### src/rtl/adc_chirp_capture_pkg.sv
// Shared definitions for the chirp-aligned ADC capture block.
// State encodings, default widths and the FIFO payload width.
`timescale 1ns/1ps
package adc_cap_pkg;

    localparam int ADC_WIDTH_DEF    = 12;
    localparam int SAMPLE_IDX_W_DEF = 10;
    localparam int CHIRP_IDX_W_DEF  = 5;
    localparam int SKIP_W_DEF       = 8;

    // Output word: {sample, sample index, chirp index, last flag}
    localparam int PAYLOAD_W_DEF = ADC_WIDTH_DEF + SAMPLE_IDX_W_DEF + CHIRP_IDX_W_DEF + 1;

    typedef enum logic [2:0] {
        IDLE       = 3'd0,
        WAIT_CHIRP = 3'd1,
        SKIP       = 3'd2,
        CAPTURE    = 3'd3,
        FRAME_DONE = 3'd4
    } cap_state_e;

endpackage

### src/rtl/adc_chirp_capture_fifo.sv
// Two-entry synchronous FIFO holding tagged samples for the range-FFT stage.
// A push while full is accepted only when a pop happens in the same cycle.
`timescale 1ns/1ps
module sample_fifo_2
    import adc_cap_pkg::*;
#(
    parameter int WIDTH = PAYLOAD_W_DEF
) (
    input  logic             clk,
    input  logic             rst,
    input  logic             flush_i,
    input  logic             push_i,
    input  logic             pop_i,
    input  logic [WIDTH-1:0] data_i,
    output logic [WIDTH-1:0] data_o,
    output logic             full_o,
    output logic             empty_o
);

    logic [WIDTH-1:0] mem [2];
    logic             wr_ptr;
    logic             rd_ptr;
    logic [1:0]       count;
    logic             do_push;
    logic             do_pop;

    assign empty_o = (count == 2'd0);
    assign full_o  = (count == 2'd2);
    assign do_pop  = pop_i & ~empty_o;
    assign do_push = push_i & (~full_o | do_pop);
    assign data_o  = mem[rd_ptr];

    always_ff @(posedge clk) begin
        if (rst || flush_i) begin
            wr_ptr <= 1'b0;
            rd_ptr <= 1'b0;
            count  <= 2'd0;
            mem[0] <= '0;
            mem[1] <= '0;
        end else begin
            if (do_push) begin
                mem[wr_ptr] <= data_i;
                wr_ptr      <= ~wr_ptr;
            end
            if (do_pop) begin
                rd_ptr <= ~rd_ptr;
            end
            unique case ({do_push, do_pop})
                2'b10:   count <= count + 2'd1;
                2'b01:   count <= count - 2'd1;
                default: count <= count;
            endcase
        end
    end

endmodule

### src/rtl/adc_chirp_capture.sv
// Captures beat-signal ADC samples aligned to each TX chirp: drops settling
// samples, frames N samples x M chirps and emits a tagged stream.
`timescale 1ns/1ps
module adc_chirp_capture
    import adc_cap_pkg::*;
#(
    parameter int ADC_WIDTH    = ADC_WIDTH_DEF,
    parameter int SAMPLE_IDX_W = SAMPLE_IDX_W_DEF,
    parameter int CHIRP_IDX_W  = CHIRP_IDX_W_DEF,
    parameter int SKIP_W       = SKIP_W_DEF
) (
    input  logic                    clk,
    input  logic                    rst,
    input  logic                    enable_i,
    input  logic                    chirp_start_i,
    input  logic [ADC_WIDTH-1:0]    adc_data_i,
    input  logic                    adc_valid_i,
    input  logic [SAMPLE_IDX_W-1:0] samples_per_chirp_i,
    input  logic [CHIRP_IDX_W-1:0]  chirp_num_i,
    input  logic [SKIP_W-1:0]       skip_samples_i,
    input  logic                    clear_flags_i,
    input  logic                    sample_ready_i,
    output logic [ADC_WIDTH-1:0]    sample_o,
    output logic                    sample_valid_o,
    output logic [SAMPLE_IDX_W-1:0] sample_idx_o,
    output logic [CHIRP_IDX_W-1:0]  chirp_idx_o,
    output logic                    last_sample_o,
    output logic                    frame_done_o,
    output logic                    busy_o,
    output logic                    overrun_o,
    output logic                    chirp_err_o,
    output logic                    cfg_err_o
);

    localparam int PAYLOAD_W = ADC_WIDTH + SAMPLE_IDX_W + CHIRP_IDX_W + 1;

    cap_state_e state, state_nxt;

    logic [SAMPLE_IDX_W-1:0] cfg_n, sample_cnt, sample_cnt_nxt;
    logic [CHIRP_IDX_W-1:0]  cfg_m, chirp_cnt, chirp_cnt_nxt;
    logic [SKIP_W-1:0]       cfg_skip, skip_cnt, skip_cnt_nxt;

    logic           cfg_ok;
    logic           latch_cfg;
    logic           push;
    logic           last_flag;
    logic           flush;
    logic           set_cfg_err;
    logic           set_chirp_err;
    logic           set_overrun;
    logic           fifo_full;
    logic           fifo_empty;
    logic           fifo_pop;
    cap_state_e     restart_state;
    logic [PAYLOAD_W-1:0] push_word;
    logic [PAYLOAD_W-1:0] head_word;

    assign cfg_ok        = (samples_per_chirp_i != '0) && (chirp_num_i != '0);
    assign restart_state = (cfg_skip != '0) ? SKIP : CAPTURE;

    // Next-state and counter updates; dropping enable overrides everything else.
    always_comb begin
        state_nxt      = state;
        sample_cnt_nxt = sample_cnt;
        chirp_cnt_nxt  = chirp_cnt;
        skip_cnt_nxt   = skip_cnt;
        latch_cfg      = 1'b0;
        push           = 1'b0;
        last_flag      = 1'b0;
        flush          = 1'b0;
        set_cfg_err    = 1'b0;
        set_chirp_err  = 1'b0;

        if (state != IDLE && !enable_i) begin
            state_nxt      = IDLE;
            sample_cnt_nxt = '0;
            chirp_cnt_nxt  = '0;
            skip_cnt_nxt   = '0;
            flush          = 1'b1;
        end else begin
            unique case (state)
                IDLE: begin
                    if (enable_i) begin
                        if (cfg_ok) begin
                            state_nxt     = WAIT_CHIRP;
                            latch_cfg     = 1'b1;
                            chirp_cnt_nxt = '0;
                        end else begin
                            set_cfg_err = 1'b1;
                        end
                    end
                end
                WAIT_CHIRP: begin
                    if (chirp_start_i) begin
                        state_nxt      = restart_state;
                        sample_cnt_nxt = '0;
                        skip_cnt_nxt   = '0;
                    end
                end
                SKIP: begin
                    if (chirp_start_i) begin
                        set_chirp_err  = 1'b1;
                        state_nxt      = restart_state;
                        sample_cnt_nxt = '0;
                        skip_cnt_nxt   = '0;
                    end else if (adc_valid_i) begin
                        if (skip_cnt == cfg_skip - SKIP_W'(1)) begin
                            state_nxt    = CAPTURE;
                            skip_cnt_nxt = '0;
                        end else begin
                            skip_cnt_nxt = skip_cnt + SKIP_W'(1);
                        end
                    end
                end
                CAPTURE: begin
                    if (chirp_start_i) begin
                        set_chirp_err  = 1'b1;
                        state_nxt      = restart_state;
                        sample_cnt_nxt = '0;
                        skip_cnt_nxt   = '0;
                    end else if (adc_valid_i) begin
                        push = 1'b1;
                        if (sample_cnt == cfg_n - SAMPLE_IDX_W'(1)) begin
                            sample_cnt_nxt = '0;
                            if (chirp_cnt == cfg_m - CHIRP_IDX_W'(1)) begin
                                last_flag = 1'b1;
                                state_nxt = FRAME_DONE;
                            end else begin
                                chirp_cnt_nxt = chirp_cnt + CHIRP_IDX_W'(1);
                                state_nxt     = WAIT_CHIRP;
                            end
                        end else begin
                            sample_cnt_nxt = sample_cnt + SAMPLE_IDX_W'(1);
                        end
                    end
                end
                FRAME_DONE: begin
                    if (cfg_ok) begin
                        state_nxt     = WAIT_CHIRP;
                        latch_cfg     = 1'b1;
                        chirp_cnt_nxt = '0;
                    end else begin
                        state_nxt   = IDLE;
                        set_cfg_err = 1'b1;
                    end
                end
                default: state_nxt = IDLE;
            endcase
        end
    end

    // A sample is lost only if the buffer is full and nothing drains this cycle.
    assign fifo_pop    = ~fifo_empty & sample_ready_i;
    assign set_overrun = push & fifo_full & ~fifo_pop;

    always_ff @(posedge clk) begin
        if (rst) begin
            state      <= IDLE;
            sample_cnt <= '0;
            chirp_cnt  <= '0;
            skip_cnt   <= '0;
            cfg_n      <= '0;
            cfg_m      <= '0;
            cfg_skip   <= '0;
            overrun_o  <= 1'b0;
            chirp_err_o <= 1'b0;
            cfg_err_o  <= 1'b0;
        end else begin
            state      <= state_nxt;
            sample_cnt <= sample_cnt_nxt;
            chirp_cnt  <= chirp_cnt_nxt;
            skip_cnt   <= skip_cnt_nxt;
            if (latch_cfg) begin
                cfg_n    <= samples_per_chirp_i;
                cfg_m    <= chirp_num_i;
                cfg_skip <= skip_samples_i;
            end
            overrun_o   <= set_overrun   | (overrun_o   & ~clear_flags_i);
            chirp_err_o <= set_chirp_err | (chirp_err_o & ~clear_flags_i);
            cfg_err_o   <= set_cfg_err   | (cfg_err_o   & ~clear_flags_i);
        end
    end

    assign push_word = {adc_data_i, sample_cnt, chirp_cnt, last_flag};

    sample_fifo_2 #(
        .WIDTH(PAYLOAD_W)
    ) u_fifo (
        .clk     (clk),
        .rst     (rst),
        .flush_i (flush),
        .push_i  (push),
        .pop_i   (fifo_pop),
        .data_i  (push_word),
        .data_o  (head_word),
        .full_o  (fifo_full),
        .empty_o (fifo_empty)
    );

    assign sample_valid_o = ~fifo_empty;
    assign {sample_o, sample_idx_o, chirp_idx_o, last_sample_o} =
        sample_valid_o ? head_word : '0;
    assign frame_done_o = (state == FRAME_DONE);
    assign busy_o       = (state != IDLE);

endmodule

### config.mk
export PLATFORM = sky130hd
export DESIGN_NAME = adc_chirp_capture
export DESIGN_NICKNAME = d
export VERILOG_FILES = /design/src/rtl/adc_chirp_capture_pkg.sv /design/src/rtl/adc_chirp_capture_fifo.sv /design/src/rtl/adc_chirp_capture.sv
export SDC_FILE = /design/constraint.sdc
export NUM_CORES = 1
export LEC_CHECK = 0
export CAP_MARGIN = 40
export CORE_UTILIZATION = 40
export DETAILED_ROUTE_END_ITERATION = 16
export PLACE_DENSITY = 0.64
export SYNTH_ARGS = -nofsm -noshare
export SYNTH_HDL_FRONTEND = slang
export SYNTH_HIERARCHICAL = 1
export SYNTH_SLANG_ARGS = --single-unit
### constraint.sdc
create_clock -name clk -period 5.3 [get_ports clk]
set_input_delay 1.59 -clock clk [delete_from_list [all_inputs] [get_ports clk]]
set_output_delay 1.59 -clock clk [all_outputs]
set_load 0.05 [all_outputs]
==> metrics <==
status finished, final reports clean; Clk network pwr share 37.8%; drt wl/cell between 15 and 20 µm; via count about 4400; ys async rst share 0%; Setup CP Type input pin to flop; Period minus WS final just over 4000 ps; post-CTS resize count 0; worst hold path type flop to flop; height of the die around 120 µm; part of the power in combinational logic between 20% and 30%; layout cells sized above 1 13.0%; CTS tree yes; number of diodes 0; Worst Tran Pin Value 585 ps; Top FF cell, synth dfxtp_1; Worst-Skew Late Latency ~410 ps; Worst EP required approximately 5400 ps; sequential area share after synthesis between 40 and 50%; share of power burned in registers approximately two fifths; Initial DRC Count just over 300; initial antenna violation count 0; leakage dissipation about 2.9 nW; total CTS buffers 17; startpoint types input pin; post-route cell area 7370 µm²; Hold-fix buffers, CTS 0; io pins 76; Core Region between 10000 and 15000 µm²; drt via density roughly 5.3; Pwr Density around 390 nW/µm²; Overflow after GRT 0; Finish-stage setup viols 0; max-cap viol count 0; area of the mapped netlist about 6000 µm²; Layout Nets 690; crit path buf inv count 2; worst path cell trace clkdlybuf4s50_1, nor2b_1, o21ai_0, nor2_1, and3_4, nand2b_1, buf_4; Synth Register Bits 113; placer congestion estimate 0.860; CP Capture Type flop; setup bufs post-CTS 0; initial core utilization 41.1%; clock root buffer clkbuf_16; detailed placement HPWL 8.63 mm; DR pass1 iterations 4; Tcrit/Tclk final about 78%; first-pass GRT wire length ~21 mm; Internal Pwr Total a little over 2 mW; largest net degree at the start of global routing 60; final slew viol count 0; arrival time at the worst endpoint ~4200 ps; port bufs 75; CTS clk-pin slew, worst paths about 50 ps; Cell Area, Placed 6800 µm²; row count 44; Syn Nets 622; switching power between 800 and 900 µW; Peak VDD IR 0.000190 V; CP max stage cell clkdlybuf4s50_1; Clock Path Buffers 2; CP top delay family simple AND/OR/NAND/NOR gates; antenna-violating nets left 0; Ys Warns 6; clock sink count between 100 and 150; Tot GR Track Use approximately 17%; Switching Share between 20% and 30%; CP max stage delay around 640 ps; synth-to-layout area growth 23.3%; post-synthesis cell count 573; DRC viols 0; H-Tree Depth 4; skew final between 7 and 8 ps; post-synthesis average cell area 10.4 µm²; slew margin rel. between 60% and 70%; RSZ-0062 raised after global routing no; distinct cell type count after synthesis 67; final-report hold violation count 0; vias in the first global route 4277; final setup TNS 0 ps; DIE AREA 15400 µm²; die width between 100 and 150 µm; number of flops mapped to enable cells by yosys 56; DRT Wirelength 12.7 mm; Max Clk Rate roughly 240 MHz; Crit Path Max Fanout 29
[worst reg2reg max path: stages, from the launching register on]
cell	delay, ps
dfxtp_1	460
nor2b_1	340
nand2_1	210
nor2_1	330
and3_4	420
nand2b_1	530
buf_4	360
[metrics by stage]
step                power, mW  hold WS [ps]  setup slack, ps  utilization, %  cells
floorplan                1.64           471              605               -    573
global route             3.01           537              920            50.7    838
global placement         1.78           475              862            46.8    806
detailed placement       1.80           475              783            46.8    806
finish                   2.87           491             1180            50.7    838
CTS                      2.89           499             1220            50.7    838
[sequential cells by signal (all words and copies together) (netlist names), 2 cells and up, named ones only]
name	flops
cfg_m	5
cfg_n	10
cfg_skip	8
chirp_cnt	5
sample_cnt	10
skip_cnt	8
state	3
u_fifo/count	2
u_fifo/mem	56
[worst paths after layout]
path              cells past startpoint          start  slack, ps           endpoint
hold reg to reg                       2      cfg_err_o        490          cfg_err_o
setup / recovery                      7  chirp_start_i       1180  u_fifo/mem[1][14]
hold / removal                        2      cfg_err_o        490          cfg_err_o
setup reg to reg                      6       state[1]       2330  u_fifo/mem[1][14]
[cell type report]
class / instances / area, µm²
inverters: 12 / 45.0
clock inverters: 15 / 144
well taps: 184 / 230
repair buffers: 83 / 811
multi-input cells: 414 / 2890
fillers: 1296 / 7170
clock buffers: 17 / 425
flip-flops and latches: 113 / 2820
[cells in the final DEF, fill, tap and decap left out, drive strengths merged, types with 4 or more instances in the layout]
| cell type | count |
|---|---|
| clkdlybuf4s50 | 75 |
| and3 | 60 |
| dfxtp | 57 |
| edfxtp | 56 |
| nor2 | 53 |
| nor2b | 34 |
| mux2 | 28 |
| mux2i | 27 |
| xnor2 | 26 |
| nand2 | 23 |
| nor3 | 22 |
| xor2 | 19 |
| clkbuf | 17 |
| inv | 13 |
| a21oi | 13 |
| nand3 | 10 |
| buf | 8 |
| o21ai | 8 |
| clkinv | 8 |
| nor4 | 7 |
| ha | 7 |
| nand4 | 6 |
| and2 | 6 |
| a21boi | 5 |
| nand2b | 4 |
| o21a | 4 |
| or3 | 4 |
| clkinvlp | 4 |
[metal layers]
layer / routed length (µm) / GRT usage [%] / up-vias
li1: - / - / 2205
met5: 0 / 0 / -
met1: 6040 / 22.0 / 2064
met3: 534 / 3.88 / 21
met2: 5860 / 27.2 / 126
met4: 240 / 7.09 / 0
[Yosys cell counts, drive strengths merged (7+ instances only)]
| cell | count | area [µm²] |
|---|---|---|
| mux2 | 28 | 315 |
| nor2 | 53 | 199 |
| a21oi | 13 | 68.8 |
| and3 | 60 | 380 |
| xor2 | 19 | 166 |
| edfxtp | 56 | 1680 |
| dfxtp | 57 | 1140 |
| buf | 13 | 91.3 |
| nor2b | 34 | 213 |
| mux2i | 27 | 270 |
| ha | 7 | 87.6 |
| inv | 12 | 45.0 |
| xnor2 | 26 | 228 |
| nand2 | 23 | 86.3 |
| nand3 | 10 | 50.1 |
| clkbuf | 20 | 105 |
| nor4 | 7 | 43.8 |
| o21ai | 8 | 40.0 |
| nor3 | 22 | 115 |
[power by group through the flow]
stage                     Combinational (mW)  Clock [mW]  Sequential [mW]
after detailed placement               0.656           0             1.15
final                                  0.657        1.08             1.13
after floorplan                        0.530           0             1.11
after global placement                 0.638           0             1.14
after CTS                              0.661        1.10             1.13
after global routing                   0.728        1.14             1.14
[cells by family after synthesis]
| group | Yosys count | synth area share, % |
|---|---|---|
| DFF | 113 | 47.2 |
| AOI/OAI and AO/OA | 61 | 7.50 |
| buffers and inverters | 46 | 4.59 |
| and+or+nand+nor | 246 | 22.8 |
| adders and majority gates | 7 | 1.47 |
| xor gates and xnor gates | 45 | 6.60 |
| muxes | 55 | 9.80 |
Note: power is estimated with default switching activity, not from simulation.
